## config.mk

```make
export PLATFORM = sky130hd
export DESIGN_NAME = latch_exerciser_flat
export DESIGN_NICKNAME = d
export VERILOG_FILES = /design/src/rtl/latch_ex_pkg.sv /design/src/rtl/latch_exerciser_if.sv /design/src/rtl/latch_exerciser_sync2.sv /design/src/rtl/latch_exerciser.sv /design/src/flat_wrapper.sv
export SDC_FILE = /design/constraint.sdc
export NUM_CORES = 1
export LEC_CHECK = 0
export BUFFER_PORTS_ARGS = -buffer_cell sky130_fd_sc_hd__buf_2
export CAP_MARGIN = 0
export CORE_UTILIZATION = 35
export CTS_CLUSTER_DIAMETER = 60
export DETAILED_ROUTE_END_ITERATION = 10
export PLACE_DENSITY = 0.62
export SYNTH_ARGS = -nofsm -noshare
export SYNTH_HDL_FRONTEND = slang
export SYNTH_SLANG_ARGS = --single-unit
```

## constraint.sdc

```tcl
create_clock -name clk -period 3.1 [get_ports clk]
set_clock_uncertainty 0.1 [all_clocks]
set_input_delay 0 -clock clk [delete_from_list [all_inputs] [get_ports clk]]
set_output_delay 0 -clock clk [all_outputs]
set_load 0.01 [all_outputs]
```

## src/rtl/latch_ex_pkg.sv

```systemverilog
// Shared types and constants for the gated D-latch exerciser.
// Optional reset-check states are compiled in with LATCH_EX_RESET_EN.
package latch_ex_pkg;

  typedef enum logic [3:0] {
    ST_IDLE,
    ST_OPEN,
    ST_WAIT1,
    ST_CHECK_T,
    ST_CLOSE,
    ST_WAIT2,
    ST_FLIP,
    ST_WAIT3,
    ST_CHECK_H,
    ST_DONE
`ifdef LATCH_EX_RESET_EN
    ,
    ST_RST_ASSERT,
    ST_WAIT4,
    ST_CHECK_R,
    ST_RST_RELEASE
`endif
  } state_e;

  // x^8+x^6+x^5+x^4+1 as taps on bits 7,5,4,3 of a left-shifting register
  localparam logic [7:0] LFSR_TAPS = 8'hB8;
  localparam logic [7:0] ERR_SAT   = 8'd255;

  function automatic logic [7:0] lfsr_step(input logic [7:0] s);
    return {s[6:0], ^(s & LFSR_TAPS)};
  endfunction

endpackage

```

## src/rtl/latch_exerciser_if.sv

```systemverilog
// Latch-side bus: the exerciser (master) drives D/enable/reset, the latch (slave) returns Q/Q_bar.
// latch_rst exists only with LATCH_EX_RESET_EN.
interface latch_exerciser_if;
  logic latch_d;
  logic latch_clk;
  logic latch_q;
  logic latch_q_bar;
`ifdef LATCH_EX_RESET_EN
  logic latch_rst;

  modport master (output latch_d, latch_clk, latch_rst, input latch_q, latch_q_bar);
  modport slave  (input latch_d, latch_clk, latch_rst, output latch_q, latch_q_bar);
`else
  modport master (output latch_d, latch_clk, input latch_q, latch_q_bar);
  modport slave  (input latch_d, latch_clk, output latch_q, latch_q_bar);
`endif
endinterface

```

## src/rtl/latch_exerciser_sync2.sv

```systemverilog
// Two-flop synchronizer for one asynchronous bit; two cycles latency, reset value 0.
module sync2 (
  input  logic clk,
  input  logic rst,
  input  logic d_i,
  output logic q_o
);

  logic [1:0] sync_q;

  always_ff @(posedge clk) begin
    if (!rst) begin
      sync_q <= '0;
    end else begin
      sync_q <= {sync_q[0], d_i};
    end
  end

  assign q_o = sync_q[1];

endmodule

```

## src/rtl/latch_exerciser.sv

```systemverilog
// Drives a gated D-latch with LFSR vectors and checks transparency then hold on each vector.
// LATCH_EX_RESET_EN adds a latch reset port and a reset check before the first vector.
module latch_exerciser
  import latch_ex_pkg::*;
#(
  parameter int unsigned SETTLE_CYCLES = 4,
  parameter int unsigned NUM_VECTORS   = 16,
  parameter logic [7:0]  LFSR_SEED     = 8'hA5
) (
  input  logic                     clk,
  input  logic                     rst,
  input  logic                     start,
  latch_exerciser_if.master        lat,
  output logic                     busy,
  output logic                     done,
  output logic                     pass,
  output logic [7:0]               err_count,
  output logic [7:0]               vec_count
);

  localparam logic [7:0] WAIT_LAST = 8'(SETTLE_CYCLES - 1);
  localparam logic [8:0] NV        = 9'(NUM_VECTORS);

  state_e     state_q, state_d;
  logic [7:0] wait_q, wait_d;
  logic [7:0] lfsr_q, lfsr_d;
  logic [7:0] err_q, err_d;
  logic [7:0] vec_q, vec_d;
  logic       pass_q, pass_d;
  logic       busy_q, busy_d;
  logic       done_q, done_d;
  logic       ld_q, ld_d;
  logic       lc_q, lc_d;
`ifdef LATCH_EX_RESET_EN
  logic       lr_q, lr_d;
`endif
  logic       sq, sqb;
  logic       chk_fail;
  logic       b;
  logic       b_next;

  sync2 u_sync_q    (.clk(clk), .rst(rst), .d_i(lat.latch_q),     .q_o(sq));
  sync2 u_sync_qbar (.clk(clk), .rst(rst), .d_i(lat.latch_q_bar), .q_o(sqb));

  assign b = lfsr_q[0];

  always_comb begin
    state_d  = state_q;
    wait_d   = '0;
    lfsr_d   = lfsr_q;
    err_d    = err_q;
    vec_d    = vec_q;
    pass_d   = pass_q;
    chk_fail = 1'b0;
    unique case (state_q)
      ST_IDLE: begin
        if (start) begin
          err_d  = '0;
          vec_d  = '0;
          pass_d = 1'b0;
          lfsr_d = LFSR_SEED;
`ifdef LATCH_EX_RESET_EN
          state_d = ST_RST_ASSERT;
`else
          state_d = ST_OPEN;
`endif
        end
      end
`ifdef LATCH_EX_RESET_EN
      ST_RST_ASSERT: state_d = ST_WAIT4;
      ST_WAIT4: begin
        if (wait_q == WAIT_LAST) state_d = ST_CHECK_R;
        else                     wait_d  = wait_q + 8'd1;
      end
      ST_CHECK_R: begin
        chk_fail = (sq != 1'b0) || (sqb != 1'b1);
        state_d  = ST_RST_RELEASE;
      end
      ST_RST_RELEASE: state_d = ST_OPEN;
`endif
      ST_OPEN: state_d = ST_WAIT1;
      ST_WAIT1: begin
        if (wait_q == WAIT_LAST) state_d = ST_CHECK_T;
        else                     wait_d  = wait_q + 8'd1;
      end
      ST_CHECK_T: begin
        chk_fail = (sq != b) || (sqb == sq);
        state_d  = ST_CLOSE;
      end
      ST_CLOSE: state_d = ST_WAIT2;
      ST_WAIT2: begin
        if (wait_q == WAIT_LAST) state_d = ST_FLIP;
        else                     wait_d  = wait_q + 8'd1;
      end
      ST_FLIP: state_d = ST_WAIT3;
      ST_WAIT3: begin
        if (wait_q == WAIT_LAST) state_d = ST_CHECK_H;
        else                     wait_d  = wait_q + 8'd1;
      end
      ST_CHECK_H: begin
        chk_fail = (sq != b) || (sqb == sq);
        vec_d    = vec_q + 8'd1;
        lfsr_d   = lfsr_step(lfsr_q);
        state_d  = (({1'b0, vec_q} + 9'd1) < NV) ? ST_OPEN : ST_DONE;
      end
      ST_DONE: state_d = ST_IDLE;
      default: state_d = ST_IDLE;
    endcase

    if (chk_fail && (err_q != ERR_SAT)) err_d = err_q + 8'd1;
    // pass must already be valid in the cycle done is high
    if (state_d == ST_DONE) pass_d = (err_d == 8'd0);
  end

  // Outputs are registered from the next state so they line up with the state they belong to.
  assign b_next = lfsr_d[0];

  always_comb begin
    busy_d = (state_d != ST_IDLE) && (state_d != ST_DONE);
    done_d = (state_d == ST_DONE);
    ld_d   = 1'b0;
    lc_d   = 1'b0;
`ifdef LATCH_EX_RESET_EN
    lr_d   = 1'b0;
`endif
    unique case (state_d)
      ST_OPEN, ST_WAIT1, ST_CHECK_T: begin
        lc_d = 1'b1;
        ld_d = b_next;
      end
      ST_CLOSE, ST_WAIT2:           ld_d = b_next;
      ST_FLIP, ST_WAIT3, ST_CHECK_H: ld_d = ~b_next;
`ifdef LATCH_EX_RESET_EN
      ST_RST_ASSERT, ST_WAIT4, ST_CHECK_R: begin
        lc_d = 1'b1;
        ld_d = 1'b1;
        lr_d = 1'b1;
      end
      ST_RST_RELEASE: begin
        lc_d = 1'b1;
        ld_d = 1'b1;
      end
`endif
      default: begin
        ld_d = 1'b0;
        lc_d = 1'b0;
      end
    endcase
  end

  always_ff @(posedge clk) begin
    if (!rst) begin
      state_q <= ST_IDLE;
      wait_q  <= '0;
      lfsr_q  <= LFSR_SEED;
      err_q   <= '0;
      vec_q   <= '0;
      pass_q  <= 1'b0;
      busy_q  <= 1'b0;
      done_q  <= 1'b0;
      ld_q    <= 1'b0;
      lc_q    <= 1'b0;
`ifdef LATCH_EX_RESET_EN
      lr_q    <= 1'b0;
`endif
    end else begin
      state_q <= state_d;
      wait_q  <= wait_d;
      lfsr_q  <= lfsr_d;
      err_q   <= err_d;
      vec_q   <= vec_d;
      pass_q  <= pass_d;
      busy_q  <= busy_d;
      done_q  <= done_d;
      ld_q    <= ld_d;
      lc_q    <= lc_d;
`ifdef LATCH_EX_RESET_EN
      lr_q    <= lr_d;
`endif
    end
  end

  assign lat.latch_d   = ld_q;
  assign lat.latch_clk = lc_q;
`ifdef LATCH_EX_RESET_EN
  assign lat.latch_rst = lr_q;
`endif
  assign busy      = busy_q;
  assign done      = done_q;
  assign pass      = pass_q;
  assign err_count = err_q;
  assign vec_count = vec_q;

endmodule

```

## src/flat_wrapper.sv

```systemverilog
// flat-port wrapper written by rule: the top's interface ports become plain ports
module latch_exerciser_flat import latch_ex_pkg::*;
#(
  parameter int unsigned SETTLE_CYCLES = 4,
  parameter int unsigned NUM_VECTORS   = 16,
  parameter logic [7:0]  LFSR_SEED     = 8'hA5
)
  (clk, rst, start, busy, done, pass, err_count, vec_count, lat_latch_d, lat_latch_clk, lat_latch_q, lat_latch_q_bar);
  latch_exerciser_if lat_i ();
  input  logic clk;
  input  logic rst;
  input  logic start;
  output logic busy;
  output logic done;
  output logic pass;
  output logic [7:0] err_count;
  output logic [7:0] vec_count;
  output wire logic [$bits(lat_i.latch_d)-1:0] lat_latch_d;
  output wire logic [$bits(lat_i.latch_clk)-1:0] lat_latch_clk;
  input wire logic [$bits(lat_i.latch_q)-1:0] lat_latch_q;
  input wire logic [$bits(lat_i.latch_q_bar)-1:0] lat_latch_q_bar;
  assign lat_latch_d = lat_i.latch_d;
  assign lat_latch_clk = lat_i.latch_clk;
  assign lat_i.latch_q = lat_latch_q;
  assign lat_i.latch_q_bar = lat_latch_q_bar;
  latch_exerciser #(.SETTLE_CYCLES(SETTLE_CYCLES), .NUM_VECTORS(NUM_VECTORS), .LFSR_SEED(LFSR_SEED)) u_core (.clk(clk), .rst(rst), .start(start), .lat(lat_i), .busy(busy), .done(done), .pass(pass), .err_count(err_count), .vec_count(vec_count));
endmodule
```

==> metrics, run 1 <==
outcome=finished, final reports clean; synthesized cell area=2175 um^2; height of the chip=80.83 um; Combinational Power Share=0.089; Seq/Total Area, Yosys=0.4143; pins over their slew limit=0; Net Sw Frac=0.2516; part of the power in registers=0.574; cells on worst reg2reg path=6; synth top area cells=dfxtp_1, nand2_1, nor2_1, nand3_1, and2_1; clk slew on worst S/H paths=0.09 ns; Critical Path Start=u_core.state_q[3]$_SDFF_PN0_; Setup Fix Bufs, Post-CTS=0; Yosys Warn Count=0; total core area=5956 um^2; Final min period=2.545 ns; GRT overflow=0; nets@finish=286; initial antenna violation count=0; CTS Buf Count=5; Post-DP Area=2354 um^2; CTS resizes=0; Synth top area share=0.4143; wire length of the first global-routing pass=7272 um; I/O Buffers=25; antenna diode count=0; Crit path arrival time=2.66 ns; CP Class=reg -> reg; slew of the pin with the lowest slew margin=0.6460 ns; GRT Total Usage=0.1427; width of the die=80.83 um; Final Util=0.4126; number of synthesized flops with an enable pin=0; crit path max-delay cell type=a2111oi_4; Top Ports=26; maximum vdd drop=0.0001635 V; CTS Buffer Depth=2; CTS tree=yes; drt total wl=4217 um; Critical Path RT=3.22 ns; Yosys reg bits=45; Lkg Pwr=1.010 nW; switching pwr=0.2649 mW; setup tns final=0 ns; critical path buffer and inverter count=0; row count=28; dpl hpwl=2848 um; ratio of cells with drive above 1 in the final layout=0.1505; dpl ws=0.5683 ns; Layout area overhead=13.00%; Power Density=428.4 nW/um^2; max-cap viol count=0; drt drc=0; reg2reg start=u_core.state_q[3]$_SDFF_PN0_; Crit path max-delay family=simple AND/OR/NAND/NOR gates; drt via density=5.079; overall power=1.053 mW; crit end category=flop; async set-or-reset flop fraction in the synthesized netlist=0; dpl cells=344; worst reg2reg path endpoint=u_core.pass$_SDFFE_PN0P_; worst stage delay on the critical path=0.54 ns; Most used DFF post-synth=dfxtp_1; CP cell instances=or3b_4 -> a2111oi_4 -> nand3_2 -> mux2i_1 -> or2_2 -> o31ai_2; internal power=0.7878 mW; crit share post-route=0.8211; post-route ant nets=0; Clk pwr share=0.337; routed via count=1798; cell count after synthesis=256; CTS H-Tree Depth=2; max frequency=392.9 MHz; final setup margin=0.5545 ns; total die area=6533 um^2; max_slew headroom=0.5648; Critical Path Sink=u_core.pass$_SDFFE_PN0P_; gpl congestion=0.8207; Design Area, Final=2457 um^2; Fin. Hold Viols=0; Worst Hold Class=in -> reg; Avg WL per Cell=11.91 um; drt first pass iters=4; R2R Setup Slk=0.55 ns; Setup-failing EPs final=0; WP depth=6; CP Launch Type=flop; clk_lat worst skew=0.30 ns; top post-synthesis cells by count=dfxtp_1, nand2_1, nor2_1; RSZ-0062 raised after global routing=no; Critical Path Fanout Max=14; initial drt markers=98; final non-filler cell total=354; clock sink total=45; worst hold slack=0.05537 ns; Starting Density=0.3651; vias in the first global route=1605; count leader, synth=dfxtp_1; Syn Area/Cell=8.494 um^2; syn nets=264; Cell variety after synth=47; CTS root buf=clkbuf_8; largest net degree at the start of global routing=36; area leader, netlist=dfxtp_1
worst register-to-register path, delay by kind of cell, from the launching register on:
| kind | cells | cell delay (ns) |
|---|---|---|
| and+or+nand+nor | 3 | 0.91 |
| AOI/OAI and AO/OA | 2 | 0.77 |
| muxes | 1 | 0.16 |
| DFF | 1 | 0.53 |
cells in the final DEF, fill, tap and decap left out, types with 3 or more instances in the layout:
cell | Yosys | final
inv_1 | 3 | 3
nand2_1 | 25 | 25
nand4_1 | 4 | 4
clkbuf_8 | 0 | 5
nor3_1 | 5 | 5
o21ai_0 | 9 | 9
and2_1 | 11 | 11
nor3b_1 | 3 | 3
o21a_1 | 5 | 5
xnor2_1 | 3 | 3
mux2i_1 | 5 | 5
a22oi_1 | 5 | 5
nor2b_1 | 9 | 9
o211a_1 | 5 | 5
ha_1 | 3 | 3
buf_2 | 2 | 25
a21oi_1 | 13 | 13
nor2_1 | 25 | 25
nand3_1 | 16 | 16
xor2_1 | 7 | 7
nand2b_1 | 3 | 3
dfxtp_1 | 45 | 45
and3_1 | 8 | 8
metal layers:
metal | wire [um] | GRT usage
met1 | 2132 | 0.1890
met2 | 1877 | 0.2202
met3 | 131 | 0.03708
met4 | 76 | 0.05536
met5 | 0 | 0
registers in the layout, indices dropped and copies added, names as in the netlist, 2 cells and up:
register and count:
u_core.state_q 4, u_core.lfsr_q 8, u_core.err_count 8, u_core.u_sync_qbar.sync_q 2, u_core.vec_count 8, u_core.wait_q 8
u_core.u_sync_q.sync_q 2
worst min-delay path by stage:
stage | startpoint | to | slack, ns | cells past startpoint
final | rst | u_core.lfsr_q[5]$_SDFFE_PN1P_ | 0.06 | 3
after global routing | rst | u_core.lfsr_q[5]$_SDFFE_PN1P_ | 0.07 | 3
after CTS | rst | u_core.lfsr_q[5]$_SDFFE_PN1P_ | 0.05 | 3
after detailed placement | lat_latch_q | u_core.u_sync_q.sync_q[0]$_SDFF_PN0_ | 0.11 | 2
after global placement | lat_latch_q | u_core.u_sync_q.sync_q[0]$_SDFF_PN0_ | 0.11 | 2
after floorplan | rst | u_core.lfsr_q[0]$_SDFF_PN1_ | -0.03 | 1
layout make-up:
class	instances	area, um^2
tap	75	93.84
multi-input combinational	193	1204
inverter	4	15.01
clock inverter	1	7.507
fill	623	3498
sequential	45	900.9
clock buffer	7	76.32
timing repair buffer	29	160.2
power by group through the flow:
stage | registers [mW] | clock network [mW] | logic, mW
final | 0.605 | 0.355 | 0.0935
after global routing | 0.608 | 0.396 | 0.104
after detailed placement | 0.618 | 0 | 0.0925
after floorplan | 0.613 | 0 | 0.0691
after global placement | 0.618 | 0 | 0.0929
after CTS | 0.605 | 0.370 | 0.0946
logic make-up (layout without fill, tap and decap cells):
kind of cell	Yosys count	count (layout)	share of synthesized area
buf+inv	18	41	0.03222
simple gates	123	123	0.2980
xor+xnor	10	10	0.04028
compound gates	52	52	0.1749
flops	45	45	0.4143
fa+ha+maj	3	3	0.01726
mux	5	5	0.02302
what timing repair did:
action / 4_1_cts / 5_1_grt
hold buffers: 2 / 0
endpoints found under the hold margin: 2 / 0
endpoints found under the setup margin: 0 / 0
No activity file was read; power rests on OpenSTA's default activity.
==> run 2: changes to the inputs <==
--- a/config.mk
+++ b/config.mk
@@ -5,12 +5,13 @@
 export SDC_FILE = /design/constraint.sdc
 export NUM_CORES = 1
 export LEC_CHECK = 0
+export ABC_AREA = 1
 export BUFFER_PORTS_ARGS = -buffer_cell sky130_fd_sc_hd__buf_2
 export CAP_MARGIN = 0
 export CORE_UTILIZATION = 35
 export CTS_CLUSTER_DIAMETER = 60
 export DETAILED_ROUTE_END_ITERATION = 10
-export PLACE_DENSITY = 0.62
+export PLACE_DENSITY = 0.63
 export SYNTH_ARGS = -nofsm -noshare
 export SYNTH_HDL_FRONTEND = slang
 export SYNTH_SLANG_ARGS = --single-unit
==> constraint.sdc (replaced) <==
create_clock -name clk -period 2.12 [get_ports clk]
set_clock_uncertainty 0.1 [all_clocks]
set_input_delay 0 -clock clk [delete_from_list [all_inputs] [get_ports clk]]
set_output_delay 0 -clock clk [all_outputs]
set_load 0.01 [all_outputs]
==> metrics, run 2 <==
outcome=finished, final reports clean; Yosys reg bits=45; Lkg Pwr=1.216 nW; maximum vdd drop=0.0004387 V; worst hold slack=0.03486 ns; GRT overflow=0; top post-synthesis cells by count=nand2_1, nor2_1, dfxtp_1; Avg WL per Cell=10.81 um; worst stage delay on the critical path=0.36 ns; total die area=6804 um^2; Power Density=629.0 nW/um^2; RSZ-0062 raised after global routing=no; initial antenna violation count=0; post-synthesis mux area share=0; CP Launch Type=flop; final setup margin=0.2209 ns; vias in the first global route=1912; routed length on met1=2424 um; height of the chip=82.49 um; Most used DFF post-synth=dfxtp_1; Critical Path Fanout Max=5; CTS Buffer Depth=2; ratio of cells with drive above 1 in the final layout=0.1135; GRT Total Usage=0.1591; count leader, synth=nand2_1; gpl congestion=0.8443; largest family of logic cells by synthesized area=simple AND/OR/NAND/NOR gates; most used cell, CP=nand2_1; async set-or-reset flop fraction in the synthesized netlist=0; I/O Buffers=25; CP cell instances=ha_1 -> nand3_1 -> nor2_1 -> nor2_1 -> nor2_1 -> nand2_1 -> nand4_1 -> nand2_1 -> nand2_1 -> nand2_1; drt drc=0; commonest cells after routing, fill and taps aside=nand2_1, nor2_1, dfxtp_1, inv_1, buf_2; slew of the pin with the lowest slew margin=0.4134 ns; Worst Hold Class=in -> reg; dpl hpwl=3589 um; wire length of the first global-routing pass=8293 um; Critical Path RT=2.21 ns; routed via count=2164; max_slew headroom=0.7215; crit path max-delay cell type=dfxtp_1; Max Used Layer=met4; Fin. Hold Viols=0; Top Ports=26; number of synthesized flops with an enable pin=0; pins over their slew limit=0; XOR/XNOR Fraction of Synth Area=0.04249; post-route ant nets=0; Cell variety after synth=29; clk_lat worst skew=0.30 ns; max-cap viol count=0; setup tns final=0 ns; Layout area overhead=16.94%; Yosys Warn Count=0; synthesized cell area=2267 um^2; Final min period=1.899 ns; dpl ws=0.2353 ns; nets@finish=387; met2 wire length=2263 um; crit end category=flop; CP Class=reg -> reg; Starting Density=0.3719; Synth top area share=0.3974; most common cell after layout, fill and taps aside=nand2_1; crit share post-route=0.8958; clk slew on worst S/H paths=0.08 ns; CTS Buf Count=5; Synth Area in Compound Gates=0.1032; max frequency=526.6 MHz; clock sink total=45; drt total wl=4909 um; Routed met3 length=161 um; Crit path arrival time=1.99 ns; cell count after synthesis=343; width of the die=82.49 um; initial drt markers=129; row count=28; CTS tree=yes; Syn Area/Cell=6.610 um^2; Setup-failing EPs final=0; area leader, netlist=dfxtp_1; Simple-Gate Fraction of Synth Area=0.3598; total core area=6096 um^2; antenna diode count=0; syn nets=351; Seq/Total Area, Yosys=0.3974; synth top area cells=dfxtp_1, nand2_1, nor2_1, inv_1, nand3_1; drt via density=4.767; CTS root buf=clkbuf_8; drt first pass iters=4; CTS H-Tree Depth=2; largest net degree at the start of global routing=18; Post-Synth Adder-Cell Area=0.01656
==> run 2: cell count changes after synthesis, sizes merged, moves of 5 or more <==
cell,previous run,this run
nand2,26,106
inv,4,41
nor2,26,54
and2,11,0
clkbuf,12,3
nor2b,9,0
a21oi,13,21
and3,8,0
nand3,17,25
a22oi,5,0
mux2i,5,0
o211a,5,0
o21a,5,0
==> run 2: cells by family (layout without fill, tap and decap cells) <==
logic type,count (synthesis),count (layout)
compound gates,41,41
xor+xnor,11,11
fa+ha+maj,3,3
buf+inv,48,84
flops,45,45
simple gates,195,195
==> run 2: what timing repair did <==
| action | 4_1_cts | 5_1_grt |
|---|---|---|
| resized for setup | 0 | 1 |
| endpoints found under the hold margin | 8 | 0 |
| setup endpoints to repair | 0 | 2 |
| hold buffers | 5 | 0 |
| setup buffers | 0 | 0 |
==> run 2: stage by stage <==
step	total power [mW]	utilization	cell area (um^2)	cells
3_3_place_gp	1.051	0.4093	2495	442
3_5_place_dp	1.052	0.4093	2495	442
4_1_cts	1.687	0.4345	2649	454
2_1_floorplan	1.005	-	2267	343
6_report	1.668	0.4349	2651	454
5_1_grt	1.751	0.4349	2651	454
==> run 2: layout make-up <==
cell class | instances | area [um^2]
inverters | 43 | 161.4
multi-input cells | 250 | 1186
clock inverters | 2 | 35.03
fillers | 657 | 3445
clock buffers | 5 | 68.82
repair buffers | 34 | 205.2
well taps | 75 | 93.84
flip-flops and latches | 45 | 900.9
==> run 2: routing by layer <==
layer / up-vias / global-route usage
li1: 1157 / -
met1: 974 / 0.2027
met2: 26 / 0.2595
met3: 7 / 0.03956
met4: 0 / 0.05614
met5: - / 0
==> run 2: where the power goes <==
| group | switching [mW] | internal, mW | leakage (nW) |
|---|---|---|---|
| Combinational | 0.0964 | 0.0565 | 0.797 |
| Sequential | 0.0176 | 0.869 | 0.365 |
| Clock | 0.285 | 0.343 | 0.0540 |
==> run 2: path summary, 6_finish.rpt <==
kind                                                              start                                 endpoint  slack, ns  cells past startpoint
worst min-delay path                                              start             u_core.state_q[0]$_SDFF_PN0_       0.03                      5
worst min register to register  u_core.u_sync_qbar.sync_q[0]$_SDFF_PN0_  u_core.u_sync_qbar.sync_q[1]$_SDFF_PN0_       0.32                      2
worst max-delay path                        u_core.wait_q[0]$_SDFF_PP0_            u_core.lat.latch_d$_SDFF_PN0_       0.22                     10
worst max register to register              u_core.wait_q[0]$_SDFF_PP0_            u_core.lat.latch_d$_SDFF_PN0_       0.22                     10
==> run 2: critical path: cells and delay by family (launching register included) <==
| family | cells | cell delay (ns) |
|---|---|---|
| AND/OR/NAND/NOR | 9 | 1.12 |
| adder cells (fa/ha/maj) | 1 | 0.21 |
| flip-flops | 1 | 0.36 |
==> run 3: changes to the inputs <==
--- a/config.mk
+++ b/config.mk
@@ -11,7 +11,7 @@
 export CORE_UTILIZATION = 35
 export CTS_CLUSTER_DIAMETER = 60
 export DETAILED_ROUTE_END_ITERATION = 10
-export PLACE_DENSITY = 0.63
+export PLACE_DENSITY = 0.61
 export SYNTH_ARGS = -nofsm -noshare
 export SYNTH_HDL_FRONTEND = slang
 export SYNTH_SLANG_ARGS = --single-unit
==> constraint.sdc (replaced) <==
create_clock -name clk -period 1.8 [get_ports clk]
set_clock_uncertainty 0.1 [all_clocks]
set_input_delay 0 -clock clk [delete_from_list [all_inputs] [get_ports clk]]
set_output_delay 0 -clock clk [all_outputs]
set_load 0.01 [all_outputs]
==> metrics, run 3 (same netlist as run 2, synthesis figures left out) <==
outcome=finished, final reports clean; crit end category=flop; total core area=6096 um^2; CTS tree=yes; Layout area overhead=30.52%; initial drt markers=149; GRT Total Usage=0.1676; pins over their slew limit=0; Critical Path RT=1.95 ns; drt drc=0; CP Launch Type=flop; crit share post-route=0.9367; max frequency=593.1 MHz; Fin. Hold Viols=0; Top Ports=26; Critical Path Fanout Max=5; Design Area, Final=2959 um^2; slew of the pin with the lowest slew margin=0.3491 ns; CP Class=reg -> reg; antenna diode count=0; I/O Buffers=25; max-cap viol count=0; final setup margin=0.1139 ns; gpl congestion=0.8628; drt total wl=5475 um; maximum vdd drop=0.0004866 V; vias in the first global route=1961; clock sink total=45; Crit path arrival time=1.84 ns; setup tns final=0 ns; Starting Density=0.3719; drt first pass iters=4; post-route ant nets=0; Post-DP Area=2608 um^2; Avg WL per Cell=11.53 um; routed via count=2235; dpl ws=-0.04345 ns; clk slew on worst S/H paths=0.09 ns; Final min period=1.686 ns; row count=28; Final Util=0.4854; total die area=6804 um^2; initial antenna violation count=0; cells on worst reg2reg path=12; CTS Buf Count=5; height of the chip=82.49 um; Setup-failing EPs final=0; CTS root buf=clkbuf_8; Power Density=697.0 nW/um^2; CTS H-Tree Depth=2; dpl cells=457; clk_lat worst skew=0.31 ns; CTS Buffer Depth=2; hold depth=5; dpl hpwl=3728 um; ratio of cells with drive above 1 in the final layout=0.2425; width of the die=82.49 um; final non-filler cell total=475; nets@finish=407; Worst Hold Class=in -> reg; drt via density=4.705; most common cell after layout, fill and taps aside=nand2_1; GRT overflow=0; wire length of the first global-routing pass=8597 um; commonest cells after routing, fill and taps aside=nand2_1, nor2_1, inv_1, dfxtp_1, buf_2; Lkg Pwr=1.336 nW; max_slew headroom=0.7648; largest net degree at the start of global routing=27
[run 3: cell count changes in the layout (fill, tap and decap cells not counted), moves of 3 or more]
cell,delta
buf_4,+19
nor2_1,-11
dfxtp_1,-9
dfxtp_2,+9
nor2_2,+6
nor2_4,+5
nand3_1,-4
nand3_2,+4
ha_1,-3
[run 3: critical path: stages (launching register included)]
cell and delay, ns:
dfxtp_1 0.33, buf_4 0.16, nor2_2 0.16, inv_1 0.12, nor2_2 0.15, nand2_1 0.07, nand2_1 0.08, nor2_2 0.05
nand2_1 0.09, nand4_1 0.14, nand2_1 0.10, nand2_1 0.05, nand2_1 0.04
[run 3: per-stage QoR]
stage               hold WS [ns]  total power, mW
floorplan              -0.002369            1.184
global placement         0.07910            1.253
detailed placement       0.08520            1.253
CTS                      0.04954            2.080
global route             0.09993            2.159
finish                   0.09412            2.062
[run 3: path summary, 6_finish.rpt]
kind	startpoint	end	slack, ns
worst min register to register	u_core.u_sync_qbar.sync_q[0]$_SDFF_PN0_	u_core.u_sync_qbar.sync_q[1]$_SDFF_PN0_	0.32
worst max-delay path	u_core.state_q[3]$_SDFF_PN0_	u_core.lat.latch_d$_SDFF_PN0_	0.11
worst min-delay path	start	u_core.state_q[0]$_SDFF_PN0_	0.09
worst max register to register	u_core.state_q[3]$_SDFF_PN0_	u_core.lat.latch_d$_SDFF_PN0_	0.11
[run 3: timing repair]
item	CTS	global route
buffers inserted	0	4
gates cloned	0	1
endpoints found under the setup margin	2	4
pin swaps	0	11
hold endpoints to repair	8	0
resized for setup	1	43
hold buffers	5	0
[run 3: cell type report]
| cell class | instances | area (um^2) |
|---|---|---|
| sequential | 45 | 912.1 |
| fill | 653 | 3137 |
| tap | 75 | 93.84 |
| inverter | 43 | 161.4 |
| clock inverter | 2 | 37.54 |
| timing repair buffer | 53 | 347.8 |
| clock buffer | 6 | 82.58 |
| multi-input combinational | 251 | 1324 |
[run 3: per-layer routing]
| metal | global-route usage | part of all wire | up-vias |
|---|---|---|---|
| met2 | 0.2653 | 0.45 | 45 |
| met1 | 0.2218 | 0.49 | 992 |
| met4 | 0.04211 | 0.0064 | 0 |
| met5 | 0 | 0 | - |
| li1 | - | - | 1194 |
| met3 | 0.04945 | 0.049 | 4 |
[run 3: power breakdown]
group	leakage [nW]	switching, mW	internal, mW	total [mW]
Sequential	0.370	0.0224	1.02	1.05
Clock	0.0574	0.360	0.451	0.811
Combinational	0.909	0.127	0.0775	0.204
Total	1.34	0.509	1.55	2.06
